===== config.mk =====
export PLATFORM = sky130hd
export DESIGN_NAME = seq_scan_ctrl
export DESIGN_NICKNAME = d
export VERILOG_FILES = /design/src/rtl/seq_scan_ctrl.sv
export SDC_FILE = /design/constraint.sdc
export NUM_CORES = 1
export LEC_CHECK = 0
export CORE_MARGIN = 10
export CORE_UTILIZATION = 55
export CTS_CLUSTER_SIZE = 8
export DETAILED_ROUTE_END_ITERATION = 7
export PLACE_DENSITY = 0.9
export SLEW_MARGIN = 25
export SYNTH_ARGS = -nofsm -noshare
export SYNTH_HDL_FRONTEND = slang
export SYNTH_SLANG_ARGS = --single-unit

===== constraint.sdc =====
create_clock -name clk -period 10.3 [get_ports clk]
set_input_delay 2.06 -clock clk [delete_from_list [all_inputs] [get_ports clk]]
set_output_delay 2.06 -clock clk [all_outputs]
set_load 0.01 [all_outputs]

===== src/rtl/seq_scan_ctrl.sv =====
// seq_scan_ctrl: serializes words MSB first and counts occurrences of a configurable bit pattern.
module seq_scan_ctrl #(
    parameter int WORD_W  = 16,
    parameter int PAT_MAX = 8,
    parameter int CNT_W   = 8
) (
    input  logic               clk,
    input  logic               reset,
    input  logic               start,
    input  logic               stop,
    input  logic [PAT_MAX-1:0] cfg_pattern,
    input  logic [3:0]         cfg_len,
    input  logic               cfg_overlap,
    input  logic [CNT_W-1:0]   cfg_thresh,
    input  logic               clr,
    input  logic               in_valid,
    input  logic [WORD_W-1:0]  in_data,
    output logic               in_ready,
    output logic               busy,
    output logic               match_pulse,
    output logic [CNT_W-1:0]   match_count,
    output logic               thresh_hit
);
    localparam int LW = $clog2(PAT_MAX + 1);
    localparam int BW = $clog2(WORD_W + 1);

    typedef enum logic [1:0] {IDLE, ARMED, SHIFT} state_t;

    state_t             state, state_n;
    logic [PAT_MAX-1:0] pat, hist, hist_n, mask;
    logic [PAT_MAX:0]   one_sh;
    logic [LW-1:0]      len, len_cfg, bits_seen, bits_n;
    logic               overlap, stop_seen, handshake, last_bit, match, hit_n;
    logic [CNT_W-1:0]   thresh, cnt_n;
    logic [WORD_W-1:0]  word;
    logic [BW-1:0]      bit_cnt;

    always_ff @(posedge clk or posedge reset)
        if (reset) state <= IDLE;
        else       state <= state_n;

    always_comb begin
        state_n  = state;
        in_ready = 1'b0;
        busy     = state != IDLE;
        unique case (state)
            IDLE:  if (start) state_n = ARMED;
            ARMED: begin
                in_ready = 1'b1;
                if (in_valid)  state_n = SHIFT;
                else if (stop) state_n = IDLE;
            end
            SHIFT: if (last_bit) state_n = (stop_seen | stop) ? IDLE : ARMED;
            default: state_n = IDLE;
        endcase
    end

    assign handshake = in_ready & in_valid;
    assign last_bit  = bit_cnt == BW'(WORD_W - 1);
    assign len_cfg   = (cfg_len == 4'd0) ? LW'(1) : (32'(cfg_len) > PAT_MAX) ? LW'(PAT_MAX) : LW'(cfg_len);
    assign hist_n    = PAT_MAX'({hist, word[WORD_W-1]});
    assign bits_n    = (bits_seen == LW'(PAT_MAX)) ? bits_seen : bits_seen + 1'b1;
    // one_sh is one bit wider so a full-width pattern still yields an all-ones mask
    assign one_sh    = (PAT_MAX + 1)'(1) << len;
    assign mask      = PAT_MAX'(one_sh - 1'b1);
    assign match     = (state == SHIFT) && (((hist_n ^ pat) & mask) == '0) && (bits_n >= len);
    assign cnt_n     = clr ? '0 : (match && match_count != '1) ? match_count + 1'b1 : match_count;
    assign hit_n     = !clr && (thresh_hit || (thresh != '0 && cnt_n >= thresh));

    always_ff @(posedge clk or posedge reset)
        if (reset) begin
            pat         <= '0;
            len         <= '0;
            overlap     <= 1'b0;
            thresh      <= '0;
            hist        <= '0;
            bits_seen   <= '0;
            word        <= '0;
            bit_cnt     <= '0;
            stop_seen   <= 1'b0;
            match_pulse <= 1'b0;
            match_count <= '0;
            thresh_hit  <= 1'b0;
        end else begin
            match_pulse <= match;
            match_count <= cnt_n;
            thresh_hit  <= hit_n;
            if (state == IDLE && start) begin
                pat         <= cfg_pattern;
                len         <= len_cfg;
                overlap     <= cfg_overlap;
                thresh      <= cfg_thresh;
                hist        <= '0;
                bits_seen   <= '0;
                match_count <= '0;
                thresh_hit  <= 1'b0;
            end
            if (handshake) begin
                word      <= in_data;
                bit_cnt   <= '0;
                stop_seen <= stop;
            end
            if (state == SHIFT) begin
                word      <= word << 1;
                bit_cnt   <= bit_cnt + 1'b1;
                stop_seen <= stop_seen | stop;
                hist      <= hist_n;
                bits_seen <= (match && !overlap) ? '0 : bits_n;
            end
        end
endmodule


Word level (Yosys, flattened, before mapping)
Cells that the tools add are included.
{"block": "totals", "regBits": 66, "output_inout_bits": 12}
{"block": "classes", "n_addsub": 4, "order_cmp": 3, "eq_ne": 8, "shifts": 1, "mux": 25, "bitwise": 4, "n_reduce_logical": 18}
{"operator": "$mux 16", "n": 2}
{"operator": "$mux 4", "n": 6}
{"operator": "$mux 8", "n": 3}
{"operator": "$mux 7", "n": 2}
{"operator": "$mux 5", "n": 2}
{"operator": "$add 8x1->8 const B", "n": 1}
{"operator": "$and 8x8->8", "n": 1}
{"operator": "$ge 8x8->1", "n": 1}
{"operator": "$logic_not 8->1", "n": 1}
{"operator": "$mux 2", "n": 4}
{"operator": "$ne 8x8->1 const B", "n": 1}
{"operator": "$reduce_bool 8->1", "n": 1}
{"operator": "$shl 1x4->8 const A", "n": 1}
{"operator": "$sub 8x1->8 const B", "n": 1}
{"operator": "$xor 8x8->8", "n": 1}
{"operator": "$logic_and 1x1->1", "n": 7}
{"operator": "$pmux 2 s3", "n": 1}
{"operator": "$reduce_bool 2->1", "n": 3}
{"operator": "$add 5x1->5 const B", "n": 1}
{"operator": "$eq 5x4->1 const B", "n": 1}
{"operator": "$mux 1", "n": 5}
{"operator": "$add 4x1->4 const B", "n": 1}
{"operator": "$eq 4x4->1 const B", "n": 1}
{"operator": "$ge 4x4->1", "n": 1}
{"operator": "other kinds (12)", "n": 14}

Longest topological paths before layout
Gate-level depths: netlist (run 1).
{"block": "logic_depth", "depth_word": 14, "mapped_depth": 20}

Worst setup path after synthesis (run 1)
Ideal clock, no wire load.
{"block": "synth_timing", "kind": "input to register", "start": "input port clr", "end": "register thresh_hit", "setup_time_ns": 0.135, "arrival_ns": 3.649, "setup_slack_ns": 6.516, "cell_stages": 10, "path_buffers": 1, "path_cell_list": "clkbuf_1 > nor4_1 > o21ba_2 > ha_1 > nand2b_1 > a21o_1 > a21oi_1 > nor2b_1 > o2111ai_1 > a21oi_1"}
{"block": "synth_between", "elab_chain_cells": 6, "elab_cells_between_ends": 7, "classes_between": "order compare (1); mux (2); reduce/logical (4)"}
{"item": "from (decl)", "line_no": "15", "rtl": "input logic clr,"}
{"item": "$mux 8", "line_no": "67", "rtl": "assign cnt_n = clr ? '0 : (match && match_count != '1) ? match_count + 1'b1 : match_count;"}
{"item": "$ge 8x8->1", "line_no": "68", "rtl": "assign hit_n = !clr && (thresh_hit || (thresh != '0 && cnt_n >= thresh));"}
{"item": "$logic_and 1x1->1", "line_no": "68"}
{"item": "$logic_or 1x1->1", "line_no": "68"}
{"item": "$logic_and 1x1->1 *", "line_no": "68"}
{"item": "$mux 1 *", "line_no": "88", "rtl": "if (state == IDLE && start) begin"}
{"item": "to (signal assigned)", "line_no": "87", "rtl": "thresh_hit <= hit_n;"}
{"item": "to (decl)", "line_no": "22", "rtl": "output logic thresh_hit"}
Mark *: on every way between the ends. The rest lies on a longest branch, timed or not.
A chain may end at the register's enable or synchronous reset.

Worst setup path in the final report (run 1)
{"block": "layout_timing", "start": "register len[3]", "end": "register thresh_hit"}
{"block": "layout_between", "elab_chain_cells": 14, "elab_cells_between_ends": 15, "classes_between": "add/sub (1); order compare (2); shift (1); mux (3); bitwise (1); reduce/logical (7)"}
{"item": "from (decl)", "line_no": "32", "rtl": "logic [LW-1:0] len, len_cfg, bits_seen, bits_n;"}
{"item": "from (signal assigned)", "line_no": "90", "rtl": "len <= len_cfg;"}
{"item": "$shl 1x4->8", "line_no": "64", "rtl": "assign one_sh = (PAT_MAX + 1)'(1) << len;"}
{"item": "$sub 8x1->8", "line_no": "65", "rtl": "assign mask = PAT_MAX'(one_sh - 1'b1);"}
{"item": "$and 8x8->8", "line_no": "66", "rtl": "assign match = (state == SHIFT) && (((hist_n ^ pat) & mask) == '0) && (bits_n >= len);"}
{"item": "$logic_not 8->1", "line_no": "66"}
{"item": "$logic_and 1x1->1", "line_no": "66"}
{"item": "$logic_and 1x1->1 *", "line_no": "66"}
{"item": "$logic_and 1x1->1 *", "line_no": "67"}
{"item": "$mux 8 * (2 in series)", "line_no": "67"}
{"item": "$ge 8x8->1 *", "line_no": "68"}
{"item": "$logic_and 1x1->1 *", "line_no": "68"}
{"item": "$logic_or 1x1->1 *", "line_no": "68"}
{"item": "$logic_and 1x1->1 *", "line_no": "68"}
{"item": "$mux 1 *", "line_no": "88"}
Marks and branches as above.

==> results.md, run 1 <==
- CP Depth: 12
- Initial Utilization: 0.558
- DR pass1 iterations: 4
- Hold WS: 0.483 ns
- Post-CTS setup buffer count: 0
- Synthesized instance count: 393
- CTS H-Tree Depth: 3
- CP bufs+invs: 0
- Cell taking the most area after synthesis: dfrtp_1
- Synth unique cells: 43
- Syn nets: 454
- Number of I/O port buffers: 54
- Die width: 99.8 microns
- Setup violators final: 0
- Clk_lat worst skew: 0.35 ns
- TritonCTS clock tree: done
- Switching Fraction: 0.378
- First-pass GRT wire length: 13800 microns
- Antenna Nets Post-Route: 0
- Largest net degree at the start of global routing: 67
- Hold_sp: word[1]
- Met3 Use GR: 0.0405
- Die Y: 99.8 microns
- Number of global-route vias before repair: 3048
- CTS sink count: 66
- Routability cong.: 0.859
- Hold/Removal Path Class: reg2reg
- Number of enable flip-flop cells after synthesis: 0
- Syn_area_per_cell: 8.91 sq um
- Max-Cap Viols: 0
- Count of final hold-check violations: 0
- Cts hold-fix bufs: 0
- Primary FF master, synth: dfrtp_1
- Seq pwr share: 0.392
- Met2 Use GR: 0.260
- Sequential area share after synthesis: 0.472
- CP max FO: 9
- Post-synth ARST share: 1.00
- Worst-path clk slew: 0.07 ns
- Gr ovfl total: 0
- Core area: 0.00628 sq mm
- R2R cell count: 12
- # DRC: 0
- Fin nets: 504
- Worst hold path cell count: 2
- N_diodes: 0
- Minimum clock period: 4.19 ns
- Total CTS buffers: 9
- Share of layout cells above drive strength 1: 0.0603
- Rows: 29
- Largest stage delay, worst path: 0.58 ns
- Die area: 0.00996 sq mm
- Worst slew pin tran: 0.828 ns
- Sw Pwr: 0.000410 W
- Internal power: 0.000676 W
- Worst Path Arrival: 4.40 ns
- Post-route setup TNS: 0 ns
- Slowest CP cell: or4_4
- I/O Pins: 55
- Place WS: 5.78 ns
- Startpoint types: register
- RSZ-0062 raised after global routing: no
- PD cells: 250 mW/mm^2
- Area growth, synth to finish: 23.9%
- Via count: 2986
- Met1 Usage GRT: 0.210
- Hold-critical path endpoint: word[1]
- Yosys warns: 0
- Synthesized area: 0.00350 sq mm
- CP Cell Sequence: or4_4 -> ha_1 -> and2_1 -> o2111ai_1 -> o211ai_1 -> or4_1 -> or3_1 -> a21oi_1 -> ha_1 -> a21o_1 -> a2111oi_0 -> a21oi_1
- Routed vias/inst: 5.69
- Initial drt markers: 191
- Period utilization: 0.407
- Rel. slew slack: 0.448
- Final Max Tran Viols: 0
- Clock root buffer: clkbuf_8
- Seq cells post-synth: 66
- P_leak: 1.93 nW
- Final worst slack: 6.11 ns
- Total track usage: 0.168
- Skew final: 0.0108 ns
- DRT Wirelength: 8180 microns
- Status: complete, no violations
- WS Path Type: reg2reg
- Hpwl dp: 5700 microns
- Clock Tree Buf Depth: 2
- Flop-to-flop setup slack: 6.11 ns
- RR Startpoint: len[3]
- WP data required: 10.51 ns
- Worst IR drop on VDD: 0.157 mV
- Maximum clock frequency: 239 MHz
- Filler cells: 470
- Wire per inst: 15.6 microns
- Clock power frac: 0.252
- CTS resizes: 0
- CP top delay family: simple AND/OR/NAND/NOR gates
- Reg-to-Reg End: thresh_hit
- Synth top area share: 0.472
- Combinational fraction of design power: 0.356
- Initial antenna violation count: 0
- Synth area leaders: dfrtp_1 47%, nand2_1 11%, ha_1 6.4%, o21ai_0 5.1%, a22oi_1 3.2%
- Setup crit end kind: register
- GRT Max-Usage Layer: met2
-- cells in the mapped netlist, types with 5 or more instances --
cell type  count
inv_1         18
xnor2_1        7
clkbuf_1      16
nand2_1      104
o21ai_0       36
ha_1          18
nand3_1       15
nor3_1         5
nand2b_1       6
nor2_1        13
a22oi_1       15
xor2_1         5
dfrtp_1       66
a21oi_1       13
-- layer usage --
layer	share of wire	up-vias
li1	-	1460
met1	0.46	1412
met2	0.46	90
met3	0.056	24
met4	0.030	0
met5	0	-
-- metrics by stage --
step	cells	utilization	total power, W	area (sq um)
after floorplan	393	-	0.000700	3500
after global placement	509	0.651	0.000784	4090
after detailed placement	509	0.651	0.000810	4090
after CTS	525	0.690	0.00109	4330
after global routing	525	0.691	0.00116	4340
final	525	0.691	0.00109	4340
-- sequential cells by signal, indices dropped and copies added, names as in the netlist, 4 cells and up --
register / count
pat: 8
len: 4
match_count: 8
thresh: 8
bits_seen: 4
word: 16
bit_cnt: 5
hist: 7
-- kinds of logic after synthesis --
kind of cell / share of synthesized area
AO/OA/AOI/OAI: 0.151
XOR/XNOR: 0.0300
adder cells (fa/ha/maj): 0.0643
buffers and inverters: 0.0411
flip-flops: 0.472
multiplexers: 0.00858
AND/OR/NAND/NOR: 0.233
-- tightest hold or removal path: cells and delay by family, from the launching register on --
kind             cells  cell delay [ns]
AND/OR/NAND/NOR      2             0.11
flip-flops           1             0.35
-- cell type report --
type	count	area, sq um	share of cell area
inverters	18	67.6	0.0156
repair buffers	57	563	0.130
clock inverters	7	124	0.0286
well taps	77	96.3	0.0222
flip-flops and latches	66	1650	0.381
multi-input cells	291	1710	0.394
clock buffers	9	124	0.0286
-- cells in the final DEF, fill, tap and decap left out, drive strengths merged, types with 4 or more instances in the layout --
cell / n
inv: 20
o31ai: 4
nor4: 4
nand2b: 6
xnor2: 7
clkbuf: 9
or3: 4
xor2: 5
a21oi: 13
dfrtp: 66
nand3: 15
nand4: 4
o21ai: 36
ha: 18
nor3: 5
clkdlybuf4s50: 54
nand2: 104
a22oi: 15
nor2: 13
or4: 5
-- worst max path at each step --
stage,from,endpoint,slack (ns)
2_1_floorplan,clr,thresh_hit,6.52
3_3_place_gp,start,thresh_hit,5.92
3_5_place_dp,start,thresh_hit,5.78
4_1_cts,start,thresh_hit,6.16
5_1_grt,start,thresh_hit,6.00
6_report,len[3],thresh_hit,6.11
-- power by group through the flow --
stage | logic (W) | clock network, W | registers (W)
2_1_floorplan | 0.000298 | 0 | 0.000402
3_3_place_gp | 0.000362 | 0 | 0.000422
3_5_place_dp | 0.000383 | 0 | 0.000427
4_1_cts | 0.000387 | 0.000278 | 0.000423
5_1_grt | 0.000440 | 0.000287 | 0.000436
6_report | 0.000387 | 0.000274 | 0.000425
No activity file was read; power rests on OpenSTA's default activity.
==> inputs of run 2 (changes only) <==
--- a/config.mk
+++ b/config.mk
@@ -6,10 +6,10 @@
 export NUM_CORES = 1
 export LEC_CHECK = 0
 export CORE_MARGIN = 10
-export CORE_UTILIZATION = 55
+export CORE_UTILIZATION = 54
 export CTS_CLUSTER_SIZE = 8
 export DETAILED_ROUTE_END_ITERATION = 7
-export PLACE_DENSITY = 0.9
+export PLACE_DENSITY = 0.89
 export SLEW_MARGIN = 25
 export SYNTH_ARGS = -nofsm -noshare
 export SYNTH_HDL_FRONTEND = slang
==> constraint.sdc (replaced) <==
create_clock -name clk -period 4.1 [get_ports clk]
set_input_delay 0.82 -clock clk [delete_from_list [all_inputs] [get_ports clk]]
set_output_delay 0.82 -clock clk [all_outputs]
set_load 0.01 [all_outputs]
==> results.md, run 2 (same netlist as run 1, synthesis figures left out) <==
- Routed vias/inst: 5.70
- Via count: 2993
- Worst slew pin tran: 0.819 ns
- Hpwl dp: 5800 microns
- Startpoint types: register
- # DRC: 0
- WP data required: 4.31 ns
- Setup violators final: 0
- Slowest CP cell: or4_4
- RR Startpoint: len[3]
- Total track usage: 0.166
- Maximum clock frequency: 253 MHz
- Clock Tree Buf Depth: 2
- Die area: 0.0101 sq mm
- Placed inst area: 0.00410 sq mm
- CP top delay family: simple AND/OR/NAND/NOR gates
- Largest stage delay, worst path: 0.56 ns
- Skew final: 0.00727 ns
- R2R cell count: 12
- N_diodes: 0
- Post-CTS setup buffer count: 0
- CP bufs+invs: 0
- PD cells: 600 mW/mm^2
- CP Cell Sequence: or4_4 -> ha_2 -> and2_1 -> o2111ai_1 -> o211ai_1 -> or4_1 -> or3_1 -> a21oi_1 -> ha_1 -> a21o_1 -> a2111oi_2 -> a21oi_1
- Largest net degree at the start of global routing: 67
- Filler cells: 494
- Count of final hold-check violations: 0
- CP max FO: 9
- Rows: 29
- CTS H-Tree Depth: 3
- Final Max Tran Viols: 0
- Commonest non-fill, non-tap cell in the layout: nand2_1
- Clk_lat worst skew: 0.34 ns
- Fin nets: 506
- I/O Pins: 55
- Cell area after layout: 0.00429 sq mm
- Max reg flops: 16
- Worst setup startpoint: len[3]
- Setup crit end kind: register
- Rel. slew slack: 0.454
- Wire per inst: 15.6 microns
- Worst hold path cell count: 2
- Hold_sp: word[5]
- Routability cong.: 0.848
- Initial drt markers: 271
- Initial Utilization: 0.554
- Area growth, synth to finish: 22.6%
- CTS resizes: 0
- CTS sink count: 66
- Crit-path most repeated cell: a21oi_1
- Core area: 0.00631 sq mm
- Share of layout cells above drive strength 1: 0.0647
- First-pass GRT wire length: 13800 microns
- Cts hold-fix bufs: 0
- P_leak: 1.91 nW
- Period utilization: 0.963
- Die Y: 101 microns
- TritonCTS clock tree: done
- Minimum clock period: 3.95 ns
- Biggest register: word
- Worst IR drop on VDD: 0.334 mV
- Status: complete, no violations
- WS Path Type: reg2reg
- Antenna Nets Post-Route: 0
- Hold/Removal Path Class: reg2reg
- Number of I/O port buffers: 54
- DRT Wirelength: 8210 microns
- CP Depth: 12
- Number of global-route vias before repair: 2937
- Most frequent cells in the layout: 104 x nand2_1, 65 x dfrtp_1, 54 x clkdlybuf4s50_1
- Die width: 101 microns
- Total CTS buffers: 9
- Worst Path Arrival: 4.16 ns
- Gr ovfl total: 0
- Finished Core Util: 0.680
- Worst-path clk slew: 0.07 ns
- DR pass1 iterations: 5
- Initial antenna violation count: 0
- Max-Cap Viols: 0
- PnR Total Power: 0.00257 W
- Clock root buffer: clkbuf_8
[run 2: where the power goes]
| group | switching, W | internal (W) | leakage (nW) |
|---|---|---|---|
| logic | 0.000571 | 0.000430 | 0.963 |
| registers | 0.000187 | 0.000881 | 0.857 |
| clock network | 0.000235 | 0.000271 | 0.0918 |
| total | 0.000993 | 0.00158 | 1.91 |
[run 2: worst paths after layout]
kind	endpoint	slack [ns]
setup / recovery	thresh_hit	0.15
max in group asynchronous	len[3]	2.48
hold reg to reg	word[5]	0.49
min in group asynchronous	match_pulse	1.02
setup reg to reg	thresh_hit	0.15
hold / removal	word[5]	0.49
[run 2: worst min-delay path: stages, from the launching register on]
cell,delay (ns)
dfrtp_1,0.35
nand2_1,0.05
nand2_1,0.06
[run 2: per-stage QoR]
stage                     TNS, ns  std cells  setup WS (ns)  hold slack [ns]
final                           0        525          0.150            0.486
after detailed placement        0        511         0.0976            0.467
after floorplan                 0        393          0.350            0.446
after global routing      -0.0388        525        -0.0388            0.504
after CTS                       0        525         0.0120            0.491
after global placement          0        511          0.270            0.459
[run 2: final cells by class]
type | count | area (sq um) | share of cell area
Multi-Input combinational cell | 291 | 1720 | 0.402
Sequential cell | 66 | 1650 | 0.385
Timing Repair Buffer | 59 | 578 | 0.135
Clock buffer | 10 | 128 | 0.0297
Tap cell | 77 | 96.3 | 0.0225
Inverter | 18 | 67.6 | 0.0157
Clock inverter | 4 | 45.0 | 0.0105
[run 2: metal layers]
| metal | track usage | part of all wire | up-vias | wire length, microns |
|---|---|---|---|---|
| li1 | - | - | 1460 | - |
| met5 | 0 | 0 | - | 0 |
| met2 | 0.268 | 0.48 | 91 | 3930 |
| met4 | 0.0674 | 0.016 | 0 | 128 |
| met3 | 0.0521 | 0.066 | 13 | 539 |
| met1 | 0.202 | 0.44 | 1429 | 3620 |
==> inputs of run 3 (changes only) <==
--- a/config.mk
+++ b/config.mk
@@ -9,7 +9,7 @@
 export CORE_UTILIZATION = 54
 export CTS_CLUSTER_SIZE = 8
 export DETAILED_ROUTE_END_ITERATION = 7
-export PLACE_DENSITY = 0.89
+export PLACE_DENSITY = 0.83
 export SLEW_MARGIN = 25
 export SYNTH_ARGS = -nofsm -noshare
 export SYNTH_HDL_FRONTEND = slang
==> results.md, run 3 (same netlist as run 1, synthesis figures left out) <==
- Status: complete, no violations
- Routability cong.: 0.829
- Worst IR drop on VDD: 0.411 mV
- Hold/Removal Path Class: reg2reg
- DR pass1 iterations: 4
- Count of final hold-check violations: 0
- Period utilization: 0.963
- CP Depth: 12
- Clk_lat worst skew: 0.33 ns
- Hold-critical path endpoint: word[13]
- Antenna Nets Post-Route: 0
- PD cells: 589 mW/mm^2
- Via count: 2930
- Total CTS buffers: 9
- Startpoint types: register
- Rel. slew slack: 0.484
- Area growth, synth to finish: 23.3%
- Clock root buffer: clkbuf_8
- I/O Pins: 55
- Wire per inst: 14.7 microns
- Max-Cap Viols: 0
- M1 WL: 3570 microns
- Die width: 101 microns
- Hold WS: 0.480 ns
- R2R cell count: 12
- Setup crit end kind: register
- P_leak: 1.93 nW
- Initial drt markers: 167
- Cts hold-fix bufs: 0
- WP data required: 4.31 ns
- Hold_sp: word[13]
- Total track usage: 0.158
- CP Cell Sequence: or4_4 -> ha_2 -> and2_1 -> o2111ai_1 -> o211ai_1 -> or4_1 -> or3_1 -> a21oi_1 -> ha_1 -> a21o_1 -> a2111oi_2 -> a21oi_1
- Place WS: 0.0741 ns
- Die area: 0.0101 sq mm
- Fin nets: 508
- Initial antenna violation count: 0
- Clock Tree Buf Depth: 2
- TritonCTS clock tree: done
- Hpwl dp: 5660 microns
- Initial Utilization: 0.554
- CTS sink count: 66
- Die Y: 101 microns
- Setup violators final: 0
- Flop-to-flop setup slack: 0.15 ns
- Gr ovfl total: 0
- RR Startpoint: len[3]
- CP max FO: 9
- CP top delay family: simple AND/OR/NAND/NOR gates
- Post-CTS setup buffer count: 0
- Reg-to-Reg End: thresh_hit
- First-pass GRT wire length: 13300 microns
- Met3 Wirelength: 465 microns
- Commonest non-fill, non-tap cell in the layout: nand2_1
- CTS H-Tree Depth: 3
- N_diodes: 0
- Largest stage delay, worst path: 0.56 ns
- Most frequent cells in the layout: 104 x nand2_1, 65 x dfrtp_1, 54 x clkdlybuf4s50_1
- Wire length on met2: 3630 microns
- Number of I/O port buffers: 54
- Worst hold path cell count: 2
- PnR Total Power: 0.00254 W
- Rows: 29
- Maximum clock frequency: 253 MHz
- Placed insts: 513
- Biggest register: word
- DRT Wirelength: 7790 microns
- Share of layout cells above drive strength 1: 0.0708
- Largest net degree at the start of global routing: 44
- # DRC: 0
- Final worst slack: 0.150 ns
- Worst slew pin tran: 0.772 ns
- Routed vias/inst: 5.54
- DR top layer: met4
- CP bufs+invs: 0
- WS Path Type: reg2reg
- Finished Core Util: 0.684
- Minimum clock period: 3.95 ns
- Number of global-route vias before repair: 2929
- Non-Filler Instances: 529
- Max reg flops: 16
- Worst Path Arrival: 4.16 ns
- Final Max Tran Viols: 0
- Skew final: 0.00647 ns
- Slowest CP cell: or4_1
- Crit-path most repeated cell: a21oi_1
- Core area: 0.00631 sq mm
- Worst-path clk slew: 0.07 ns
-- run 3: cell types whose count changed in the layout (fill, tap and decap cells not counted) --
cell,previous run,this run
buf_4,5,7
bufinv_16,1,0
clkbuf_1,1,2
clkinv_2,3,2
clkbuf_8,9,12
-- run 3: how the worst max path moves through the flow --
stage               startpoint          to
floorplan               len[3]  thresh_hit
global placement        len[3]  thresh_hit
detailed placement      len[3]  thresh_hit
CTS                     len[3]  thresh_hit
global route            len[3]  thresh_hit
finish                  len[3]  thresh_hit
-- run 3: where the power goes --
part / internal [W] / switching [W] / total, W
combinational: 0.000431 / 0.000552 / 0.000983
clock: 0.000268 / 0.000229 / 0.000497
sequential: 0.000881 / 0.000181 / 0.00106
total: 0.00158 / 0.000963 / 0.00254
-- run 3: final cells by class --
class                           instances  area, sq um
Fill cell                             504         2000
Timing Repair Buffer                   61          593
Tap cell                               77         96.3
Clock inverter                          2         10.0
Inverter                               18         67.6
Clock buffer                           14          173
Multi-Input combinational cell        291         1720
Sequential cell                        66         1650
-- run 3: routing by layer --
layer	up-vias	global-route usage
met5	-	0
met4	0	0.0674
met1	1368	0.208
li1	1465	-
met3	12	0.0432
met2	85	0.239
-- run 3: what timing repair did --
action,4_1_cts,5_1_grt
gates resized for setup,0,5
endpoints found under the setup margin,0,1
hold endpoints to repair,0,0
-- run 3: per-stage QoR --
stage               cell area [sq um]  setup TNS (ns)
floorplan                        3500               0
global placement                 4120               0
detailed placement               4120               0
CTS                              4300               0
global route                     4320         -0.0380
finish                           4320               0
-- run 3: worst register-to-register path, cell delays in order (launching register included) --
cell       delay, ns
dfrtp_2         0.46
or4_4           0.55
ha_2            0.24
and2_1          0.14
o2111ai_1       0.21
o211ai_1        0.17
or4_1           0.56
or3_1           0.34
a21oi_1         0.20
ha_1            0.29
a21o_1          0.20
a2111oi_2       0.36
a21oi_1         0.11
